**src/rtl/pdm_capture_if.sv**
```systemverilog
// pdm_capture_if: single-cycle RAM write port
// driven by the PDM capture engine.
interface pdm_capture_if #(
  parameter int WORD_W = 32,
  parameter int ADDR_W = 12
);
  logic              ram_wr;
  logic [ADDR_W-1:0] ram_addr;
  logic [WORD_W-1:0] ram_data;

  modport master (
    output ram_wr,
    output ram_addr,
    output ram_data
  );

  modport slave (
    input ram_wr,
    input ram_addr,
    input ram_data
  );
endinterface

```
**src/rtl/pdm_capture.sv**
```systemverilog
// pdm_capture: mono/stereo PDM mic capture into a sample RAM.
// Define PDM_CAPTURE_CONT_EN to enable continuous ring-buffer mode.
module pdm_capture #(
  parameter int CLK_DIV  = 25,
  parameter int WORD_W   = 32,
  parameter int ADDR_W   = 12,
  parameter int CHANNELS = 1
) (
  input  logic clk,
  input  logic rst,
  input  logic enable,
  input  logic stop,
  input  logic mode,
  input  logic micData,
  output logic mic_clk,
  output logic busy,
  output logic done,
  output logic wrap,
  pdm_capture_if.master ram
);

  localparam int DW = $clog2(CLK_DIV);
  localparam int BW = (WORD_W > 2) ? $clog2(WORD_W) : 1;
  localparam logic [DW-1:0] DIV_MAX = DW'(CLK_DIV - 1);
  localparam logic [BW-1:0] BIT_MAX = BW'(WORD_W - 1);
  localparam bit STEREO = (CHANNELS == 2);

  typedef enum logic [1:0] {
    S_IDLE,
    S_CAP,
    S_WR2,
    S_DONE
  } state_t;

  state_t            r_state;
  logic [DW-1:0]     r_div;
  logic [BW-1:0]     r_bit;
  logic              r_mclk;
  logic              r_wr;
  logic [ADDR_W-1:0] r_addr;
  logic [WORD_W-1:0] r_data;
  logic [WORD_W-1:0] r_sr0;
  logic [WORD_W-1:0] r_sr1;
  logic              r_busy;
  logic              r_done;

  logic w_tick;
  logic w_s0;
  logic w_s1;
  logic w_last;
  logic w_full;
  logic w_run;
  logic w_start;
  logic w_cont;
  logic w_wrap;

  assign w_tick  = (r_div == DIV_MAX);
  assign w_s0    = w_tick & r_mclk;
  assign w_s1    = w_tick & ~r_mclk & STEREO;
  assign w_last  = (r_bit == BIT_MAX);
  assign w_full  = (r_addr == '1);
  assign w_run   = (r_state == S_CAP) |
                   (r_state == S_WR2);
  assign w_start = ~w_run & enable & ~stop;
  assign w_wrap  = w_run & ~stop & r_wr &
                   w_full & w_cont;

`ifdef PDM_CAPTURE_CONT_EN
  logic r_mode;
  logic r_wrap;

  // Latch ring mode at start; pulse wrap as addr returns to 0.
  always_ff @(posedge clk) begin
    if (rst) begin
      r_mode <= 1'b0;
      r_wrap <= 1'b0;
    end else begin
      if (w_start) r_mode <= mode;
      r_wrap <= w_wrap;
    end
  end

  assign w_cont = r_mode;
  assign wrap   = r_wrap;
`else
  logic w_unused;
  assign w_unused = mode ^ w_wrap;
  assign w_cont   = 1'b0;
  assign wrap     = 1'b0;
`endif

  // Capture FSM: divider, sampling, packing and RAM writes.
  always_ff @(posedge clk) begin
    if (rst) begin
      r_state <= S_IDLE;
      r_div   <= '0;
      r_bit   <= '0;
      r_mclk  <= 1'b0;
      r_wr    <= 1'b0;
      r_addr  <= '0;
      r_data  <= '0;
      r_sr0   <= '0;
      r_sr1   <= '0;
      r_busy  <= 1'b0;
      r_done  <= 1'b0;
    end else begin
      unique case (r_state)
        S_IDLE, S_DONE: begin
          r_wr <= 1'b0;
          if (w_start) begin
            r_state <= S_CAP;
            r_div   <= '0;
            r_mclk  <= 1'b0;
            r_bit   <= '0;
            r_addr  <= '0;
            r_sr0   <= '0;
            r_sr1   <= '0;
            r_busy  <= 1'b1;
            r_done  <= 1'b0;
          end
        end
        S_CAP, S_WR2: begin
          if (stop) begin
            r_state <= S_IDLE;
            r_wr    <= 1'b0;
            r_mclk  <= 1'b0;
            r_div   <= '0;
            r_busy  <= 1'b0;
          end else begin
            r_div <= w_tick ? '0 : r_div + 1'b1;
            if (w_tick) r_mclk <= ~r_mclk;
            if (w_s1) begin
              r_sr1 <= {r_sr1[WORD_W-2:0], micData};
            end
            r_wr <= 1'b0;
            if (r_wr) r_addr <= r_addr + 1'b1;
            if (r_state == S_WR2) begin
              r_wr    <= 1'b1;
              r_data  <= r_sr1;
              r_state <= S_CAP;
            end else if (w_s0) begin
              r_sr0 <= {r_sr0[WORD_W-2:0], micData};
              if (w_last) begin
                r_bit  <= '0;
                r_wr   <= 1'b1;
                r_data <= {r_sr0[WORD_W-2:0], micData};
                if (STEREO) r_state <= S_WR2;
              end else begin
                r_bit <= r_bit + 1'b1;
              end
            end
            if (r_wr && w_full && !w_cont) begin
              r_state <= S_DONE;
              r_wr    <= 1'b0;
              r_mclk  <= 1'b0;
              r_div   <= '0;
              r_busy  <= 1'b0;
              r_done  <= 1'b1;
            end
          end
        end
        default: r_state <= S_IDLE;
      endcase
    end
  end

  assign mic_clk      = r_mclk;
  assign busy         = r_busy;
  assign done         = r_done;
  assign ram.ram_wr   = r_wr;
  assign ram.ram_addr = r_addr;
  assign ram.ram_data = r_data;

endmodule

```
**src/flat_wrapper.sv**
```systemverilog
// flat-port wrapper written by rule: the top's interface ports become plain ports
module pdm_capture_flat 
#(
  parameter int CLK_DIV  = 25,
  parameter int WORD_W   = 32,
  parameter int ADDR_W   = 12,
  parameter int CHANNELS = 1
)
  (clk, rst, enable, stop, mode, micData, mic_clk, busy, done, wrap, ram_ram_wr, ram_ram_addr, ram_ram_data);
  pdm_capture_if #(.WORD_W(WORD_W), .ADDR_W(ADDR_W)) ram_i ();
  input  logic clk;
  input  logic rst;
  input  logic enable;
  input  logic stop;
  input  logic mode;
  input  logic micData;
  output logic mic_clk;
  output logic busy;
  output logic done;
  output logic wrap;
  output wire logic [$bits(ram_i.ram_wr)-1:0] ram_ram_wr;
  output wire logic [$bits(ram_i.ram_addr)-1:0] ram_ram_addr;
  output wire logic [$bits(ram_i.ram_data)-1:0] ram_ram_data;
  assign ram_ram_wr = ram_i.ram_wr;
  assign ram_ram_addr = ram_i.ram_addr;
  assign ram_ram_data = ram_i.ram_data;
  pdm_capture #(.CLK_DIV(CLK_DIV), .WORD_W(WORD_W), .ADDR_W(ADDR_W), .CHANNELS(CHANNELS)) u_core (.clk(clk), .rst(rst), .enable(enable), .stop(stop), .mode(mode), .micData(micData), .mic_clk(mic_clk), .busy(busy), .done(done), .wrap(wrap), .ram(ram_i));
endmodule
```
**config.mk**
```make
export PLATFORM = sky130hd
export DESIGN_NAME = pdm_capture_flat
export DESIGN_NICKNAME = d
export VERILOG_FILES = /design/src/rtl/pdm_capture_if.sv /design/src/rtl/pdm_capture.sv /design/src/flat_wrapper.sv
export SDC_FILE = /design/constraint.sdc
export NUM_CORES = 1
export LEC_CHECK = 0
export BUFFER_PORTS_ARGS = -buffer_cell sky130_fd_sc_hd__buf_2
export CAP_MARGIN = 20
export CORE_MARGIN = 1.5
export CORE_UTILIZATION = 40
export CTS_CLUSTER_SIZE = 40
export DETAILED_ROUTE_END_ITERATION = 6
export MAX_ROUTING_LAYER = met4
export SYNTH_ARGS = -nofsm -noshare
export SYNTH_HDL_FRONTEND = slang
export SYNTH_SLANG_ARGS = --single-unit
```
**constraint.sdc**
```tcl
create_clock -name clk -period 3.6 [get_ports clk]
set_clock_uncertainty 0.2 [all_clocks]
set_input_delay 0.18 -clock clk [delete_from_list [all_inputs] [get_ports clk]]
set_output_delay 0.18 -clock clk [all_outputs]
set_load 0.005 [all_outputs]
```
== Word-level counts from Yosys, hierarchy flattened ==
Cells that the tools add are included.

* Bits in registers: 123
* Input bits: 6
* Output and inout bits: 49
* Logic and storage cells: 97

* $add $sub $neg: 3
* Equal/unequal tests: 15
* Muxes and demuxes: 46
* Bitwise operators: 8
* Reduce and logical (&&, ||, !) cells: 14

{| class="wikitable"
|+ Operators by type and width
! kind !! number
|-
| 32-bit two-way mux || 5
|-
| 31-bit two-way mux || 3
|-
| 31-bit case mux with 2 select lines || 1
|-
| 5-bit two-way mux || 8
|-
| 12-bit two-way mux || 3
|-
| 12-bit case mux with 2 select lines || 1
|-
| 5-bit case mux with 2 select lines || 2
|-
| 1-bit two-way mux || 14
|-
| 12-bit by 1-bit adder with 12-bit output (second input constant) || 1
|-
| 12-bit == test (second input constant) || 1
|-
| 5-bit by 1-bit adder with 5-bit output (second input constant) || 2
|-
| 5-bit == test (second input constant) || 2
|-
| 2-bit two-way mux || 4
|-
| 2-bit by 1-bit != test with 1-bit output (second input constant) || 4
|-
| 4-bit by 2-bit != test with 1-bit output (second input constant) || 2
|-
| 1-bit case mux with 2 select lines || 4
|-
| 2-bit AND reduction || 4
|-
| 4-bit AND reduction || 2
|-
| 3-bit AND reduction || 2
|-
| 2-bit == test (second input constant) || 2
|-
| 2-bit != test (second input constant) || 2
|-
| 1-bit inverter || 4
|-
| 2-bit case mux with 2 select lines || 1
|-
| 2-bit nonzero test || 2
|-
| 7 further kinds || 10
|}

== Longest topological paths before layout ==
* Word-level depth: 7
* Mapped depth: 9
* Gate-level depth less buffers: 7

== Worst setup path after synthesis ==
No wires, ideal clock.

* Path kind: reg-to-reg
* Start point: register u_core.r_state[0]
* End point: register u_core.r_addr[9] (netlist: u_core.ram.ram_addr[9])
* Library setup time: 0.071 ns
* Data arrival time: 1.928 ns
* Data required time: 3.329 ns
* Path slack: 1.401 ns
* Stages on the path, launching flop included: 8
* Path buffers: 1
* Period minus slack after synthesis: 2.199 ns
* Cells stage by stage: dfxtp_1 -> inv_1 -> ha_1 -> buf_6 -> mux2i_1 -> or4_4 -> or3_1 -> a21oi_1

* Word-level cells in the longest chain between the ends: 7
* Elaborated cells on any way between the ends: 15
* Classes of those cells: 6 x eq/ne; 1 x mux; 4 x bitwise; 4 x reduce/logical

{| class="wikitable"
|+ RTL lines
! item !! line !! text
|-
| start, declared || pdm_capture.sv:35 || <nowiki>state_t r_state;</nowiki>
|-
| start signal, assigned || pdm_capture.sv:95 || <nowiki>r_state <= S_IDLE;</nowiki>
|-
| start signal, assigned || pdm_capture.sv:111 || <nowiki>r_state <= S_CAP;</nowiki>
|-
| start signal, assigned || pdm_capture.sv:124 || <nowiki>r_state <= S_IDLE;</nowiki>
|-
| 2-bit by 1-bit == test with 1-bit output / 2-bit == test (equally long branches) || pdm_capture.sv:62, pdm_capture.sv:107, pdm_capture.sv:63 ||
|-
| 1-bit bitwise OR || pdm_capture.sv:62 || <nowiki>assign w_run = (r_state == S_CAP) |</nowiki>
|-
| 1-bit inverter || pdm_capture.sv:64 || <nowiki>assign w_start = ~w_run & enable & ~stop;</nowiki>
|-
| 1-bit bitwise AND (2 in a row) || pdm_capture.sv:64 ||
|-
| 2-bit by 1-bit != test with 1-bit output (no source line) || -- ||
|-
| 3-bit AND reduction (no source line) || -- ||
|-
| end signal, assigned || pdm_capture.sv:136 || <nowiki>if (r_wr) r_addr <= r_addr + 1'b1;</nowiki>
|-
| end, declared || pdm_capture.sv:40 || <nowiki>logic [ADDR_W-1:0] r_addr;</nowiki>
|}

Parallel ways exist; a longest one is shown, timed or not.
A chain may end at the register's enable or synchronous reset.

== Worst setup path after layout ==
* Start point: register u_core.r_state[0]
* End point: register u_core.r_mclk (netlist: u_core.mic_clk)

* Word-level cells in the longest chain between the ends: 7
* Elaborated cells on any way between the ends: 14
* Classes of those cells: 5 x eq/ne; 1 x mux; 4 x bitwise; 4 x reduce/logical

{| class="wikitable"
|+ RTL lines
! item !! line !! text
|-
| 2-bit by 1-bit == test with 1-bit output / 2-bit == test (equally long branches) || pdm_capture.sv:62, pdm_capture.sv:107, pdm_capture.sv:63 ||
|-
| 1-bit bitwise OR || pdm_capture.sv:62 ||
|-
| 1-bit inverter || pdm_capture.sv:64 ||
|-
| 1-bit bitwise AND (2 in a row) || pdm_capture.sv:64 ||
|-
| 2-bit by 1-bit != test with 1-bit output (no source line) || -- ||
|-
| 2-bit AND reduction (no source line) || -- ||
|-
| end signal, assigned || pdm_capture.sv:131 || <nowiki>if (w_tick) r_mclk <= ~r_mclk;</nowiki>
|-
| end, declared || pdm_capture.sv:38 || <nowiki>logic r_mclk;</nowiki>
|}

Parallel ways exist; a longest one is shown, timed or not.

==> qor.yml <==
detailed_routing:
  totalWireLength_um: 9430
  first_pass_iters: 7
  post_drt_via_cell_ratio: 5.67
  drc: 0
  drtIter0Drc: 156
  ant_nets: 0
  wl_per_cell_um: 15.0
  vias: 3559
synth:
  synth-async-reset-ratio: 0
  ys_warn_count: 0
  yosysSeqAreaShare: 0.472
  ys.flop_type: "dfxtp_1"
  yosysMostFrequentCell: "dfxtp_1"
  synth_top_area_cell: "dfxtp_1"
  synth_cell_types: 44
  avgSynthCellArea_um2: 8.29
  synth_area_mm2: 0.00386
  syn-instance-count: 465
  ys_ff_latch: 91
  synthTopCellsByArea: "dfxtp_1 47%, nand4_1 12%, a21oi_1 10%"
  syn_nets: 478
  ys_top_cells_by_count: "91 x dfxtp_1, 80 x a21oi_1, 71 x nand4_1"
  synth_top_area_frac: 0.472
  synth_edf_count: 0
timing:
  finalHoldViolCount: 0
  slew_headroom: 0.300
  timing.final.crit_share: 0.739
  hold_ws_ps: 99.7
  finalSetupTns_ps: 0
  worstMarginPinSlew_ps: 1050
  slew_viol_final: 0
  min_period_ps: 2660
  fmax_ghz: 0.376
  setup_viol: 0
  rsz0062_at_grt: "no"
floorplan:
  die_w_um: 101
  rows: 35
  die_height_um: 101
  dieArea_mm2: 0.0102
  initial_utilization: 0.415
  pin_count: 55
  core_area_mm2: 0.00928
clocking:
  clk_path_buf_depth: 2
  clk_latency_ps: 360
  cts_tree: "done"
  cts-root-buf: "clkbuf_8"
  clkSlewWorstSetupHoldPaths_ps: 110
  postCtsSetupRepairBufs: 0
  cts_made_buffers: 9
  h-tree-depth: 3
  clock-sinks: 91
global_route:
  grt_max_degree: 42
  grt_pass1_wl_um: 15700
  grt_usage: 0.196
  antenna_found_initial: 0
  first_global_vias: 3298
  overflow: 0
critical_path:
  start_kind: "flip-flop"
  endpoint_kind: "flip-flop"
  worst-setup-path-type: "reg -> reg"
  worstPathRequired_ps: 3690
  crit_fanout: 36
  arrival_ps: 2750
power_and_ir_drop:
  p_per_area_mw_per_mm2: 415
  p_total_uw: 1820
  p_leak_uw: 0.00153
  ir_worst_vdd_mv: 0.174
outcome:
  status: "finished clean"
finish:
  drive_gt1_frac: 0.172
  syn_to_final_growth_pct: 13.5
  num_antenna_cells: 0
  final_nets: 507
  design_area_mm2: 0.00438
placement:
  place_area_mm2: 0.00417
  place_congestion: 0.805
  portBuffers: 52
  hpwl_um: 5780
job:
  drv_cap: 0
worst_hold_path:
  min_path_type: "in -> reg"
==> routing by layer <==
metal | up-vias | GRT usage | wire [um]
li1 | 1769 | - | -
met1 | 1720 | 0.247 | 4440
met2 | 63 | 0.322 | 4580
met3 | 7 | 0.0255 | 308
met4 | 0 | 0.0737 | 100
met5 | - | - | 0
==> critical path, cell delays in order (launching register included) <==
cell and delay (ps):
dfxtp_1 350, inv_1 80, ha_1 470, inv_2 530, a21oi_1 320, or4b_1 530, o22ai_1 120
==> sequential cells by signal, summed over array words and instances, names as in the netlist, 2 cells and up <==
name / flops
u_core.r_sr0: 31
u_core.r_div: 5
u_core.ram.ram_addr: 12
u_core.r_bit: 5
u_core.ram.ram_data: 32
u_core.r_state: 2
==> metrics by stage <==
stage               setup WS (ps)  cells  utilization
floorplan                    1400    465            -
global placement             1000    610        0.449
detailed placement            953    610        0.449
CTS                           929    628        0.472
global route                  694    628        0.472
finish                        938    628        0.472
==> path summary, 6_finish.rpt <==
check	startpoint	end	slack, ps	cells past startpoint
worst max-delay path	u_core.r_state[0]$_SDFFE_PP0P_	u_core.mic_clk$_SDFFE_PP0P_	940	6
worst min-delay path	stop	u_core.ram.ram_addr[0]$_SDFFE_PP0P_	100	3
worst max register to register	u_core.r_state[0]$_SDFFE_PP0P_	u_core.mic_clk$_SDFFE_PP0P_	940	6
worst min register to register	u_core.r_bit[4]$_SDFFE_PP0P_	u_core.r_bit[4]$_SDFFE_PP0P_	260	2
==> cells by family (layout without fill, tap and decap cells) <==
group	Yosys count	count (layout)	synth area share
AND/OR/NAND/NOR	168	168	0.241
multiplexers	2	2	0.00552
XOR/XNOR	5	5	0.0114
AO/OA/AOI/OAI	135	135	0.185
adder cells (fa/ha/maj)	7	7	0.0227
flip-flops	91	91	0.472
other	1	1	0.000972
buffers and inverters	56	90	0.0613
==> layout make-up <==
| cell class | instances | area (um^2) |
|---|---|---|
| clock buffers | 9 | 124 |
| clock inverters | 7 | 67.6 |
| fillers | 975 | 4910 |
| inverters | 11 | 41.3 |
| multi-input cells | 318 | 1810 |
| flip-flops and latches | 91 | 1820 |
| well taps | 129 | 161 |
| repair buffers | 63 | 348 |
==> where the power goes <==
part	switching, uW	internal [uW]
Combinational	96.6	26.4
Clock	406	271
Sequential	4.78	1010
==> cells in the final DEF, fill, tap and decap left out, drive strengths merged, types with 2 or more instances in the layout <==
cell / synthesis / routed
o31ai: 2 / 2
clkinv: 0 / 2
and3: 3 / 3
or4: 6 / 6
nand4: 71 / 71
buf: 12 / 61
ha: 7 / 7
xnor2: 2 / 2
or2: 3 / 3
dlygate4sd3: 0 / 2
o21ai: 41 / 41
a31oi: 4 / 4
nor3: 3 / 3
a21oi: 80 / 80
xor2: 3 / 3
inv: 11 / 15
nand4b: 2 / 2
a32oi: 2 / 2
or3: 6 / 6
dfxtp: 91 / 91
nor2: 13 / 13
nand2: 46 / 46
nand3: 10 / 10
clkbuf: 33 / 9
==> repair_timing <==
action	4_1_cts	5_1_grt
hold buffers	2	0
hold endpoints to repair	3	0
gates resized for setup	0	0
(Power assumes the default switching activity.)
